`config.mk`:
```
export PLATFORM = sky130hd
export DESIGN_NAME = pipe_skid_reg
export DESIGN_NICKNAME = d
export VERILOG_FILES = /design/src/rtl/pipe_pkg.sv /design/src/rtl/pipe_sat_cnt.sv /design/src/rtl/pipe_skid_reg.sv
export SDC_FILE = /design/constraint.sdc
export NUM_CORES = 1
export LEC_CHECK = 0
export BUFFER_PORTS_ARGS = -buffer_cell sky130_fd_sc_hd__clkbuf_2
export CAP_MARGIN = 5
export CORE_AREA = 2 2 98 81
export CTS_CLUSTER_SIZE = 30
export DETAILED_ROUTE_END_ITERATION = 10
export DIE_AREA = 0 0 100 83
export PLACE_DENSITY = 0.64
export SYNTH_ARGS = -nofsm -noshare
export SYNTH_HDL_FRONTEND = slang
export SYNTH_SLANG_ARGS = --single-unit
```
`constraint.sdc`:
```
create_clock -name CLK -period 1.9 [get_ports CLK]
set_input_delay 0.095 -clock CLK [delete_from_list [all_inputs] [get_ports CLK]]
set_output_delay 0.095 -clock CLK [all_outputs]
set_load 0.05 [all_outputs]
```
`src/rtl/pipe_pkg.sv`:
```
// Shared types and constants for the pipeline skid register.
package pipe_pkg;

  // Occupancy of the skid register: no entry, main entry only, main plus skid entry.
  typedef enum logic [1:0] {
    EMPTY = 2'd0,
    ONE   = 2'd1,
    FULL  = 2'd2
  } skid_state_t;

  // Width of the optional performance counters.
  localparam int PERF_CNT_W = 32;

endpackage

```
`src/rtl/pipe_sat_cnt.sv`:
```
// Saturating up-counter with synchronous clear; used for stall/bubble statistics.
module pipe_sat_cnt
  import pipe_pkg::*;
#(
  parameter int W = PERF_CNT_W
) (
  input  logic         CLK,
  input  logic         clr,
  input  logic         inc,
  output logic [W-1:0] cnt
);

  // Count qualifying cycles; hold at all-ones instead of wrapping.
  always_ff @(posedge CLK) begin
    if (clr) begin
      cnt <= '0;
    end else if (inc && (cnt != {W{1'b1}})) begin
      cnt <= cnt + 1'b1;
    end
  end

endmodule

```
`src/rtl/pipe_skid_reg.sv`:
```
// Two-entry skid register between pipeline stages. All outputs are driven
// from registers, so in_ready never depends combinationally on out_ready.
// Optional feature: define PIPE_SKID_PERF_EN to add stall_cnt/bubble_cnt.
module pipe_skid_reg
  import pipe_pkg::*;
#(
  parameter int WIDTH        = 32,
  parameter bit CLR_ON_FLUSH = 1'b1
) (
  input  logic             CLK,
  input  logic             RST,
  input  logic             in_valid,
  output logic             in_ready,
  input  logic [WIDTH-1:0] in_data,
  output logic             out_valid,
  input  logic             out_ready,
  output logic [WIDTH-1:0] out_data,
  input  logic             flush
`ifdef PIPE_SKID_PERF_EN
  ,
  output logic [PERF_CNT_W-1:0] stall_cnt,
  output logic [PERF_CNT_W-1:0] bubble_cnt
`endif
);

  skid_state_t      state_q, state_d;
  logic [WIDTH-1:0] main_q, skid_q;
  logic             accept, consume;
  logic             main_ld, main_from_skid, skid_ld;

  assign out_valid = (state_q != EMPTY);
  assign in_ready  = (state_q != FULL);
  assign out_data  = main_q;

  assign accept  = in_valid & in_ready;
  assign consume = out_valid & out_ready;

  // Occupancy register.
  always_ff @(posedge CLK) begin
    if (RST) begin
      state_q <= EMPTY;
    end else begin
      state_q <= state_d;
    end
  end

  // Next occupancy and payload load selects; flush overrides every handshake.
  always_comb begin
    state_d        = state_q;
    main_ld        = 1'b0;
    main_from_skid = 1'b0;
    skid_ld        = 1'b0;
    if (flush) begin
      state_d = EMPTY;
    end else begin
      case (state_q)
        EMPTY: begin
          if (accept) begin
            main_ld = 1'b1;
            state_d = ONE;
          end
        end
        ONE: begin
          if (accept && consume) begin
            main_ld = 1'b1;
          end else if (accept) begin
            skid_ld = 1'b1;
            state_d = FULL;
          end else if (consume) begin
            state_d = EMPTY;
          end
        end
        FULL: begin
          if (consume) begin
            main_ld        = 1'b1;
            main_from_skid = 1'b1;
            state_d        = ONE;
          end
        end
        default: begin
          state_d = EMPTY;
        end
      endcase
    end
  end

  // Payload registers; they only move on a load select, reset, or clearing flush.
  always_ff @(posedge CLK) begin
    if (RST) begin
      main_q <= '0;
      skid_q <= '0;
    end else if (flush) begin
      if (CLR_ON_FLUSH) begin
        main_q <= '0;
        skid_q <= '0;
      end
    end else begin
      if (main_ld) begin
        main_q <= main_from_skid ? skid_q : in_data;
      end
      if (skid_ld) begin
        skid_q <= in_data;
      end
    end
  end

`ifdef PIPE_SKID_PERF_EN
  // Downstream back-pressure: holding a live entry that is not taken.
  pipe_sat_cnt #(.W(PERF_CNT_W)) u_stall_cnt (
    .CLK (CLK),
    .clr (RST),
    .inc (out_valid & ~out_ready),
    .cnt (stall_cnt)
  );

  // Upstream starvation: downstream ready but nothing to offer.
  pipe_sat_cnt #(.W(PERF_CNT_W)) u_bubble_cnt (
    .CLK (CLK),
    .clr (RST),
    .inc (~out_valid & out_ready),
    .cnt (bubble_cnt)
  );
`endif

endmodule
```
-- Yosys cells after proc, flatten, opt, wreduce, memory -nomap -nowiden
Cells that the tools add are included.
- output and inout bits: 34
- register bits: 66
- input port bits: 37
- word-level logic and storage cells: 34
- reduce and logical (&&, ||, !) cells: 5
- mux-type cells: 17
- equality and inequality tests: 7
- bitwise logic cells: 2
- operator list (kind ; count):
    2-to-1 mux 32 bit ; 1
    2-to-1 mux 2 bit ; 5
    2-to-1 mux 1 bit ; 9
    != test 2 bit, second input constant ; 4
    one-hot mux 2 bit (3 select lines) ; 1
    AND reduction 4 bit ; 1
    != test 3 bit, second input constant ; 1
    one-hot mux 1 bit (3 select lines) ; 1
    bitwise AND 1 bit ; 2
    == test 2 x 1 -> 1 bit, second input constant ; 1
    == test 2 bit, second input constant ; 1
    logical NOT 2 bit ; 1
    nonzero test 2 bit ; 1
    OR reduction 2 bit ; 1
    logical AND 1 bit ; 1

-- Longest topological paths before layout
- word-level depth: 6
- gate-level depth with buffers: 6
- mapped depth without buffers: 3

-- Worst setup path before layout
Ideal clock, no wire load.
- path kind: register -> register
- start: register state_q[0]
- end: register main_q[0], in the netlist out_data[0]
- slack: 0.578 ns
- clock period less this slack: 1.322 ns
- cell stages (with the launch flop): 7
- data arrival time: 1.231 ns
- data required time: 1.809 ns
- cells stage by stage: dfxtp_1 > buf_6 > and4bb_2 > buf_4 > clkbuf_4 > nand2_1 > a311oi_1
- cells in the longest elaborated chain, start to end: 6
- RTL lines (item ; RTL line ; source):
    start, declared ; pipe_skid_reg.sv:26 ; skid_state_t state_q, state_d;
    start signal, assigned ; pipe_skid_reg.sv:43 ; state_q <= state_d;
    != test 2 bit or nonzero test 2 bit (tied branches) ; pipe_skid_reg.sv:32, pipe_skid_reg.sv:31 ;
    bitwise AND 1 bit (on tied branches) ; pipe_skid_reg.sv:35, pipe_skid_reg.sv:36 ;
    logical AND 1 bit or 2-to-1 mux 1 bit (tied branches) ; pipe_skid_reg.sv:64, pipe_skid_reg.sv:74 ;
    2-to-1 mux 1 bit (on tied branches) ; pipe_skid_reg.sv:64, pipe_skid_reg.sv:56 ;
    one-hot mux 1 bit (3 select lines) or 2-to-1 mux 1 bit (tied branches) ; pipe_skid_reg.sv:56, pipe_skid_reg.sv:53 ;
    2-to-1 mux 1 bit or 2-to-1 mux 32 bit (tied branches) ; pipe_skid_reg.sv:53, pipe_skid_reg.sv:99 ;
    end signal, assigned ; pipe_skid_reg.sv:99 ; main_q <= main_from_skid ? skid_q : in_data;
    end, declared ; pipe_skid_reg.sv:27 ; logic [WIDTH-1:0] main_q, skid_q;
Several ways; a longest one is shown, not always the timed one.
A chain may end at the register's enable or synchronous reset.

-- Worst setup path in the final report
- start: register state_q[1]
- end: register main_q[14], in the netlist out_data[14]
The elaborated chain is that of the path after synthesis.

==> results.py <==
metrics = {
    "status": {
        "status": "finished, final reports clean",
    },
    "power": {
        "ir_worst_vdd_uv": 331.0,
        "p_leak_nw": 1.457,
        "powerDensity_nw_per_um2": 817.1,
        "power_mw": 3.053,
    },
    "sta": {
        "grt_setup_unrepaired": "no",
        "hold_slack_ns": 0.01056,
        "period_share_pct": 84.03,
        "max_freq_mhz": 626.4,
        "min_period_ns": 1.597,
        "maxSlewViolCount": 0,
        "relSlewSlack_pct": 53.25,
        "finalClockSkew_ns": 0.009110,
        "tightest_slew_ns": 0.7012,
        "finalSetupViolCount": 0,
        "hold_viol": 0,
        "timing.setup.tns_ns": 0,
    },
    "final_layout": {
        "fin_util_pct": 51.27,
        "area_growth_pct": 30.79,
        "drive_above_1_share_pct": 23.86,
        "fin_nets": 472,
        "layout_common_cells": "130 x nand2_1, 70 x clkbuf_2, 66 x dfxtp_1",
        "diodes": 0,
        "final_common_cell": "nand2_1",
    },
    "routing": {
        "route.vias.total": 2736,
        "wl_per_cell_microns": 14.12,
        "first_pass_iters": 4,
        "drc": 0,
        "drt_iter0_drc": 181,
        "ant_nets": 0,
        "routed_wl_mm": 7.484,
        "viasPerCell": 5.162,
    },
    "critical_path": {
        "crit_path_start_kind": "flip-flop",
        "rr_startpoint": "state_q[1]",
        "endpoint_kind": "flip-flop",
        "crit_fanout": 12,
        "crit_slowest_cell": "dfxtp_1",
        "reg2reg_depth": 4,
        "rrSetupSlack_ns": 0.30,
        "r2r_end": "out_data[14]",
        "critical_path_class": "reg2reg",
        "critPathArrivalTime_ns": 1.84,
        "cp_cell_sequence": "and4bb_2 -> buf_4 -> nand2_1 -> a311oi_1",
        "cp.buffers_inverters": 1,
        "cp_top_family": "flip-flops",
        "critPathRequiredTime_ns": 2.15,
        "slowest_delay_ns": 0.52,
    },
    "logic_synthesis": {
        "netlist_instances": 348,
        "synthesis.nets": 385,
        "syn_avg_cell_area_sq_um": 8.208,
        "yosysWarnings": 0,
        "synth-seq-cells": 66,
        "ys_seq_area_share_pct": 46.25,
        "ys_types": 22,
        "synth_area_sq_um": 2856,
    },
    "place": {
        "portBuffers": 70,
        "dp_hpwl_mm": 4.693,
        "place_congestion": 0.7514,
    },
    "cts": {
        "cts_tree": "yes",
        "clock_latency_ns": 0.34,
        "cts-resized-gates": 0,
        "path_clk_slew_ns": 0.07,
        "htree_levels": 3,
        "clock_sinks": 66,
        "cts_buffer_depth": 2,
        "numCtsBuffers": 9,
        "clockRootBuffer": "clkbuf_8",
    },
    "global_routing": {
        "first_global_vias": 2742,
        "grt-ovfl-total": 0,
        "grt_max_degree": 67,
        "grtUsageTotal_pct": 18.88,
        "grt_pass1_wl_mm": 12.56,
        "antenna_found_initial": 0,
    },
    "run": {
        "maxCapViolCount": 0,
    },
    "worst_hold_path": {
        "worstHoldPathType": "in2reg",
        "hold_path_startpoint": "in_data[19]",
        "hold_depth": 3,
        "holdPathEnd": "skid_q[19]",
    },
    "floorplanning": {
        "fp.dieW_microns": 100,
        "die_area_sq_um": 8300,
        "die_h_microns": 83,
        "core-area_sq_um": 7287,
        "start_util_pct": 39.20,
        "rows": 28,
        "num_io_pins": 71,
    },
}
repair_timing:
action                    in CTS  in global routing
hold buffers                  30                  0
setup buffers                  0                  0
hold endpoints to repair      30                  0
kinds of logic (layout without fill, tap and decap cells):
kind of cell / count (synthesis) / in the layout / synth area share (%)
simple gates: 142 / 142 / 20.59
flops: 66 / 66 / 46.26
compound gates: 101 / 101 / 25.32
buf+inv: 39 / 131 / 7.841
worst min-delay path, cell delays in order:
cell	delay (ns)
clkbuf_2	0.10
nand2_1	0.06
a21oi_1	0.05
through the flow:
stage          setup WS, ns  cell area, sq um  std cells
6_report             0.3035              3736        530
3_3_place_gp         0.3526              3238        484
3_5_place_dp         0.3001              3238        484
2_1_floorplan        0.5785              2856        348
5_1_grt              0.1278              3736        530
4_1_cts              0.2924              3736        530
cells in the mapped netlist:
cell	number	area share [%]
nand2b_1	2	0.44
buf_4	1	0.26
a211oi_1	33	8.7
or2_2	2	0.44
or3b_2	1	0.31
a21o_4	1	0.53
buf_2	20	3.5
and2_1	1	0.22
o21bai_1	1	0.26
nand2_1	130	17
buf_6	5	2.0
a21o_1	1	0.26
nor2b_1	1	0.22
clkbuf_1	10	1.3
dfxtp_1	66	46
and3b_1	1	0.31
nand4bb_1	2	0.79
a311oi_1	32	9.8
and4bb_2	1	0.44
nor4bb_1	1	0.35
clkbuf_4	3	0.79
a21oi_1	33	5.8
power breakdown:
group / internal, mW / leakage [nW] / total [mW] / switching (mW)
combinational: 0.162 / 0.820 / 0.432 / 0.270
sequential: 1.42 / 0.536 / 1.44 / 0.0229
clock: 0.678 / 0.101 / 1.18 / 0.500
worst max path at each step:
stage,startpoint,end,slack (ns),depth (start not counted)
2_1_floorplan,state_q[0],out_data[0],0.58,6
3_3_place_gp,state_q[1],out_data[14],0.35,4
3_5_place_dp,state_q[1],out_data[31],0.30,4
4_1_cts,state_q[1],out_data[20],0.29,4
5_1_grt,state_q[1],out_data[22],0.13,4
6_report,state_q[1],out_data[14],0.30,4
routing by layer:
| metal | vias to the layer above | part of all wire [%] | GRT usage (%) |
|---|---|---|---|
| met5 | - | 0 | 0 |
| met4 | 0 | 0.73 | 4.857 |
| met3 | 5 | 5.4 | 6.481 |
| met2 | 67 | 49 | 32.56 |
| met1 | 1268 | 44 | 22.36 |
| li1 | 1396 | - | - |
area by class of cell:
type,count,area (sq um)
clock buffers,14,162.7
clock inverters,2,35.03
fillers,716,3551
multi-input cells,243,1329
flip-flops and latches,66,1321
well taps,90,112.6
repair buffers,115,775.7
state kept, by name (all words and copies together), names as in the netlist:
signal,flops
state_q,2
out_data,32
skid_q,32
Note: power is estimated with default switching activity, not from simulation.
